--- src/rtl/multi_handshake_controller.sv ---
// Round-robin request/accept/done controller: N_CH requesters share one
// processing slot with a programmable per-transaction processing length.
// Optional feature macro: HS_TIMEOUT_EN adds an accept-phase timeout that
// aborts a transaction whose requester keeps request high for TIMEOUT
// ACCEPTING cycles, signalled by a one-cycle err pulse.
module multi_handshake_controller #(
  parameter int unsigned N_CH    = 4,
  parameter int unsigned PROC_W  = 4,
  parameter int unsigned TIMEOUT = 16
) (
  input  logic                    clk,
  input  logic                    rst_n,
  input  logic [N_CH-1:0]         request_i,
  input  logic [PROC_W-1:0]       proc_len_i,
  output logic [N_CH-1:0]         accept_o,
  output logic [N_CH-1:0]         done_o,
  output logic [$clog2(N_CH)-1:0] grant_id_o,
  output logic                    busy_o,
  output logic                    err_o
);

  localparam int unsigned ID_W = $clog2(N_CH);

  typedef enum logic [2:0] {
    S_IDLE,
    S_ACCEPT,
    S_PROC,
    S_DONE
`ifdef HS_TIMEOUT_EN
    , S_ABORT
`endif
  } state_e;

  state_e              state_q;
  logic [ID_W-1:0]     grant_q;
  logic [ID_W-1:0]     last_ptr_q;
  logic [PROC_W-1:0]   cnt_q;
  logic [N_CH-1:0]     accept_q;
  logic [N_CH-1:0]     done_q;
  logic                busy_q;

  logic [ID_W-1:0]     idx_c;
  logic [ID_W-1:0]     pick_c;
  logic                found_c;
  logic [N_CH-1:0]     pick_oh_c;
  logic [N_CH-1:0]     grant_oh_c;
  logic [PROC_W-1:0]   len_c;

`ifdef HS_TIMEOUT_EN
  localparam int unsigned TW = $clog2(TIMEOUT + 1);
  logic [TW-1:0] tcnt_q;
  logic          err_q;
`endif

  // Round-robin pick: first set request bit after last_ptr, wrapping modulo N_CH
  always_comb begin
    idx_c   = '0;
    pick_c  = '0;
    found_c = 1'b0;
    for (int unsigned i = 1; i <= N_CH; i++) begin
      idx_c = ID_W'((32'(last_ptr_q) + i) % N_CH);
      if (!found_c && request_i[idx_c]) begin
        pick_c  = idx_c;
        found_c = 1'b1;
      end
    end
  end

  assign pick_oh_c  = N_CH'(1) << pick_c;
  assign grant_oh_c = N_CH'(1) << grant_q;
  // A zero processing length still occupies one PROCESSING cycle
  assign len_c      = (proc_len_i == '0) ? PROC_W'(1) : proc_len_i;

  // Handshake FSM; outputs are registered alongside the state they belong to
  always_ff @(posedge clk or negedge rst_n) begin
    if (!rst_n) begin
      state_q    <= S_IDLE;
      grant_q    <= '0;
      last_ptr_q <= ID_W'(N_CH - 1);
      cnt_q      <= '0;
      accept_q   <= '0;
      done_q     <= '0;
      busy_q     <= 1'b0;
`ifdef HS_TIMEOUT_EN
      tcnt_q     <= '0;
      err_q      <= 1'b0;
`endif
    end else begin
      case (state_q)
        S_IDLE: begin
          if (found_c) begin
            state_q  <= S_ACCEPT;
            grant_q  <= pick_c;
            accept_q <= pick_oh_c;
            busy_q   <= 1'b1;
`ifdef HS_TIMEOUT_EN
            tcnt_q   <= '0;
`endif
          end
        end
        S_ACCEPT: begin
          if (!request_i[grant_q]) begin
            state_q  <= S_PROC;
            cnt_q    <= len_c;
            accept_q <= '0;
          end
`ifdef HS_TIMEOUT_EN
          else if (tcnt_q == TW'(TIMEOUT - 1)) begin
            state_q  <= S_ABORT;
            accept_q <= '0;
            err_q    <= 1'b1;
          end else begin
            tcnt_q   <= tcnt_q + TW'(1);
          end
`endif
        end
        S_PROC: begin
          if (cnt_q == PROC_W'(1)) begin
            state_q <= S_DONE;
            done_q  <= grant_oh_c;
          end else begin
            cnt_q   <= cnt_q - PROC_W'(1);
          end
        end
        S_DONE: begin
          state_q    <= S_IDLE;
          done_q     <= '0;
          busy_q     <= 1'b0;
          last_ptr_q <= grant_q;
        end
`ifdef HS_TIMEOUT_EN
        S_ABORT: begin
          err_q <= 1'b0;
          if (!request_i[grant_q]) begin
            state_q    <= S_IDLE;
            busy_q     <= 1'b0;
            last_ptr_q <= grant_q;
          end
        end
`endif
        default: begin
          state_q  <= S_IDLE;
          accept_q <= '0;
          done_q   <= '0;
          busy_q   <= 1'b0;
        end
      endcase
    end
  end

  assign accept_o   = accept_q;
  assign done_o     = done_q;
  assign grant_id_o = grant_q;
  assign busy_o     = busy_q;

`ifdef HS_TIMEOUT_EN
  assign err_o = err_q;
`else
  // Without the timeout feature there is no abort path
  logic [31:0] timeout_unused;
  assign timeout_unused = 32'(TIMEOUT);
  assign err_o          = 1'b0;
`endif

endmodule
--- config.mk ---
export PLATFORM = sky130hd
export DESIGN_NAME = multi_handshake_controller
export DESIGN_NICKNAME = d
export VERILOG_FILES = /design/src/rtl/multi_handshake_controller.sv
export SDC_FILE = /design/constraint.sdc
export NUM_CORES = 1
export LEC_CHECK = 0
export ABC_CLOCK_PERIOD_IN_PS = 2110
export BUFFER_PORTS_ARGS = -buffer_cell sky130_fd_sc_hd__clkbuf_2
export CORE_MARGIN = 3
export CORE_UTILIZATION = 54
export DETAILED_ROUTE_END_ITERATION = 8
export PLACE_DENSITY = 0.89
export SKIP_LAST_GASP = 1
export SLEW_MARGIN = 20
export SYNTH_ARGS = -nofsm -noshare
export SYNTH_HDL_FRONTEND = slang
export SYNTH_SLANG_ARGS = --single-unit
--- constraint.sdc ---
create_clock -name clk -period 2.11 [get_ports clk]
set_input_delay 0.1055 -clock clk [delete_from_list [all_inputs] [get_ports clk]]
set_output_delay 0.1055 -clock clk [all_outputs]
set_load 0.02 [all_outputs]
---- Word level (Yosys, flattened, before mapping) ----
Cells that the tools add are included.
cells by class
  eq/ne operators ......................... 8
  mux-type cells .......................... 33
  order comparisons ....................... 5
  shift-type cells ........................ 2
  add/sub/neg operators ................... 5
  reductions and logical operators ........ 18
  bitwise operators ....................... 3
operators by type and width
  kind                                                                  count
  4-bit 2-to-1 mux                                                      6
  4-bit one-hot mux with 2 select lines                                 2
  2-bit by 3-bit < comparator with 1-bit output, second input constant  5
  4-bit one-hot mux with 3 select lines                                 1
  1-bit binary-select mux with 2-bit select                             5
  1-bit 2-to-1 mux                                                      10
  3-bit 2-to-1 mux                                                      3
  3-bit one-hot mux with 3 select lines                                 1
  3-bit AND reduction                                                   3
  2-bit 2-to-1 mux                                                      4
  2-bit inequality test, second input constant                          4
  1-bit by 2-bit left shift with 4-bit output, first input constant     2
  3-bit by 2-bit == test with 1-bit output, second input constant       2
  2-bit AND reduction                                                   3
  2-bit OR reduction                                                    3
  2-bit by 1-bit adder with 2-bit output, second input constant         2
  2-bit adder, second input constant                                    2
  4-bit by 1-bit == test with 1-bit output, second input constant       1
  4-bit zero test                                                       1
  4-bit by 1-bit subtractor with 4-bit output, second input constant    1
  3-bit by 1-bit == test with 1-bit output, second input constant       1
  1-bit logical AND                                                     3
  1-bit zero test                                                       3
  3-bit zero test                                                       1
  other kinds (3)                                                       5
storage, ports and cells
  flip-flop bits (word level) ............. 20
  input port bits ......................... 10
  logic and storage cells ................. 81

---- Longest topological paths before layout ----
  depth after elaboration ................. 16
  depth in mapped cells ................... 7
  mapped depth without buffers ............ 6

---- Least setup slack after synthesis ----
OpenSTA, ideal clock, no wires.
  kind .................................... register to register
  start ................................... register cnt_q[1]
  end ..................................... register done_q[0] (netlist: done_o[0])
  arrival ................................. 1687 ps
  buffers on the path ..................... 0
  stages on the path, launching flop included .. 7
  path slack .............................. 298 ps
  clock period less this slack ............ 1812 ps
  library setup time ...................... 125 ps
  cell sequence ........................... dfrtp_1 inv_1 ha_1 or3b_1 and2_4 or3_4 mux2_2
on the way
  word-level cells in the longest chain between the ends .. 3
RTL lines
  element                                   RTL line  RTL
  from (decl)                               37        logic [PROC_W-1:0] cnt_q;
  from (signal assigned)                    104       cnt_q <= len_c;
  from (signal assigned)                    122       cnt_q <= cnt_q - PROC_W'(1);
  4-bit by 1-bit == test with 1-bit output  118       if (cnt_q == PROC_W'(1)) begin
  2-bit inequality test (no source line)    -
  2-bit AND reduction (no source line)      -
  to (signal assigned)                      120       done_q <= grant_oh_c;
  to (decl)                                 39        logic [N_CH-1:0] done_q;
Every way passes these cells.
A chain may end at the register's enable or synchronous reset.

---- Worst setup path in the final report ----
  start ................................... register state_q[1]
  end ..................................... register state_q[1]
on the way
  word-level cells in the longest chain between the ends .. 3
RTL lines
  element                                                                 RTL line  RTL
  from (decl)                                                             34        state_e state_q;
  from (signal assigned)                                                  77        state_q <= S_IDLE;
  from (signal assigned)                                                  92        state_q <= S_ACCEPT;
  from (signal assigned)                                                  103       state_q <= S_PROC;
  3-bit by 2-bit == test with 1-bit output, or another cell as far along  89        case (state_q)
  2-bit inequality test (no source line)                                  -
  3-bit AND reduction (no source line)                                    -
Parallel ways exist; a longest one is shown, timed or not.

==> impl_metrics.py <==
metrics = {
    "run_status": {
        "outcome": "finished, final reports clean",
    },
    "logic_synthesis": {
        "yosys_register_bits": 19,
        "async_flop_share_pct": 100,
        "yosys_warnings": 0,
        "synth_fp_nets": 126,
        "synth_ff_type": "dfrtp_1",
        "syn_area_sq_um": 1160,
        "synth_edf_count": 0,
        "seq_area_frac_synth_pct": 41.2,
        "syn_avg_cell_area_sq_um": 10.6,
        "synthCells": 110,
        "yosysUniqueCellTypes": 43,
    },
    "setup_path": {
        "end_kind": "flop",
        "critPathTopFamily": "simple AND/OR/NAND/NOR gates",
        "r2r_setup_slack_ns": 0.13,
        "slowest_delay_ns": 0.43,
        "critPathKind": "reg2reg",
        "crit_fanout": 9,
        "cp_cell_sequence": "inv_1, ha_1, or2b_2, o22ai_2, nor3_1, mux2_2",
        "cp-start-kind": "flop",
        "crit_arrival_ns": 2.17,
        "crit_slowest_cell": "dfrtp_1",
        "critPathRequiredTime_ns": 2.30,
        "path_buf_inv": 1,
    },
    "die": {
        "rows": 16,
        "die_y_um": 52.4,
        "initial_core_util_pct": 58.0,
        "io_pins": 22,
        "die_w_um": 52.4,
        "coreArea_sq_um": 2000,
        "die_area_sq_um": 2740,
    },
    "pwr": {
        "ir_worst_vdd_v": 0.000813,
        "power.density_nw_per_um2": 1630,
        "p_leak_nw": 0.599,
    },
    "clock_network": {
        "cts_hold_buf": 1,
        "clock_sinks": 19,
        "clk_pin_slew_ns": 0.11,
        "tritoncts": "done",
        "root_buffer": "clkbuf_4",
        "cts-buffers-inserted": 3,
        "cts.path.max_buffers": 2,
        "cts_setup_buffers": 0,
        "cts_resized": 0,
        "htree_levels": 1,
        "clkLatencyLatePin_ns": 0.30,
    },
    "grt": {
        "grt_overflow": 0,
        "grt_max_degree": 20,
        "grt_pass1_vias": 914,
        "grt_first_pass_wirelength_mm": 4.08,
        "grt_antenna_before_repair": 0,
        "grt_use_total_pct": 19.7,
    },
    "final_layout": {
        "nets": 149,
        "drive_above_1_share_pct": 35.6,
        "fin_cells": 159,
        "layout-area-overhead-vs-synth_pct": 12.1,
        "antenna_cells": 0,
    },
    "place": {
        "gp_congestion": 0.858,
        "io_buffers": 20,
        "place_hpwl_mm": 1.82,
        "dp_cells": 154,
        "dp_slack_ns": 0.175,
    },
    "detailed_routing": {
        "drc": 0,
        "dr.first_iter.drc_count": 23,
        "drt-pass1-iter-count": 6,
        "viasPerCell": 5.84,
        "ant_nets": 0,
        "routed_wirelength_mm": 2.40,
        "wl_per_cell_um": 15.1,
        "vias": 929,
    },
    "sta": {
        "max_slew_margin_pct": 30.1,
        "final_max_slew_viol_count": 0,
        "grt_setup_unrepaired": "no",
        "clock_skew_ns": 0.00736,
        "layout_setup_ws_ns": 0.126,
        "tightest_slew_ns": 1.04,
        "timing.final.crit_share_pct": 94.0,
        "fin_crit_ns": 1.98,
        "fin_setup_tns_ns": 0,
        "setup_violations": 0,
        "hold_viol": 0,
        "fmax_mhz": 504,
    },
    "min_path": {
        "min_path_type": "in2reg",
    },
    "job": {
        "drv_cap": 0,
    },
}
==> routing by layer <==
metal  vias up  share of wire [%]  GRT usage (%)
met5         -                  0              0
met4         0               0.96           6.81
met3         3                4.4           2.85
met2        27                 51           34.7
met1       446                 44           24.2
li1        453                  -              -
==> final timing paths <==
| check | to | startpoint | cells past startpoint |
|---|---|---|---|
| setup / recovery | state_q[1]$_DFFE_PN0P_ | state_q[1]$_DFFE_PN0P_ | 6 |
| hold / removal | cnt_q[3]$_DFFE_PN0P_ | proc_len_i[3] | 3 |
| setup reg to reg | state_q[1]$_DFFE_PN0P_ | state_q[1]$_DFFE_PN0P_ | 6 |
| hold reg to reg | accept_o[1]$_DFFE_PN0P_ | accept_o[1]$_DFFE_PN0P_ | 1 |
| max in group asynchronous | last_ptr_q[1]$_DFFE_PN1P_ | rst_n | 2 |
| min in group asynchronous | busy_o$_DFFE_PN0P_ | rst_n | 2 |
==> cell families (layout without fill, tap and decap cells) <==
family / after synthesis / count (layout) / synth area share (%)
AO/OA/AOI/OAI: 22 / 22 / 15.2
AND/OR/NAND/NOR: 40 / 40 / 20.2
multiplexers: 12 / 12 / 11.9
other: 1 / 1 / 0.323
buffers and inverters: 10 / 32 / 4.85
flip-flops: 19 / 19 / 41.2
adder cells (fa/ha/maj): 6 / 6 / 6.47
==> sequential cells by signal, summed over array words and instances (netlist names) <==
| name | cells |
|---|---|
| grant_id_o | 2 |
| done_o | 4 |
| state_q | 2 |
| busy_o | 1 |
| last_ptr_q | 2 |
| accept_o | 4 |
| cnt_q | 4 |
==> through the flow <==
stage	hold WS [ns]	util (%)	power (mW)	area, sq um
floorplan	-0.190	-	1.67	1160
global placement	0.0781	63.2	1.88	1260
detailed placement	0.0848	63.2	1.94	1260
CTS	0.0864	65.0	2.13	1300
global route	0.112	65.0	2.30	1300
finish	0.0943	65.0	2.13	1300
==> worst min-delay path: stages <==
cell and delay [ns]:
clkbuf_2 0.10, a41oi_1 0.09, nand3_1 0.07
==> layout make-up <==
type                    count  area, sq um
flip-flops and latches     19          478
well taps                  27         33.8
clock buffers               4         26.3
multi-input cells          81          627
fillers                   158          701
inverters                   7         26.3
repair buffers             21          110
==> layout by cell type, fill, tap and decap left out, types with 2 or more instances in the layout <==
master	Yosys	final
a21o_2	2	2
a32o_1	2	2
nand2_1	5	5
inv_1	7	7
nor3_1	5	5
ha_1	6	6
or2b_2	2	2
mux2i_2	2	2
o32ai_1	2	2
dfstp_2	2	2
nor4_1	3	3
clkbuf_2	0	20
nor2b_1	2	2
dfrtp_1	17	17
mux2_2	8	8
nor2_1	9	9
clkbuf_4	0	3
nand2b_1	2	2
mux2i_1	2	2
nand3_1	2	2
o21ai_0	5	5
==> Yosys cell counts (3+ instances only) <==
master	instances	area [sq um]
nor3_1	5	25.0
inv_1	7	26.3
nand2_1	5	18.8
dfrtp_1	17	425
mux2_2	8	90.1
ha_1	6	75.1
nor2_1	9	33.8
nor4_1	3	18.8
o21ai_0	5	25.0
==> power breakdown <==
| group | internal [mW] | leakage, nW | switching, mW | total (mW) |
|---|---|---|---|---|
| registers | 0.558 | 0.238 | 0.166 | 0.724 |
| logic | 0.559 | 0.346 | 0.659 | 1.22 |
| clock network | 0.0736 | 0.0150 | 0.111 | 0.184 |
No activity file was read; power rests on OpenSTA's default activity.
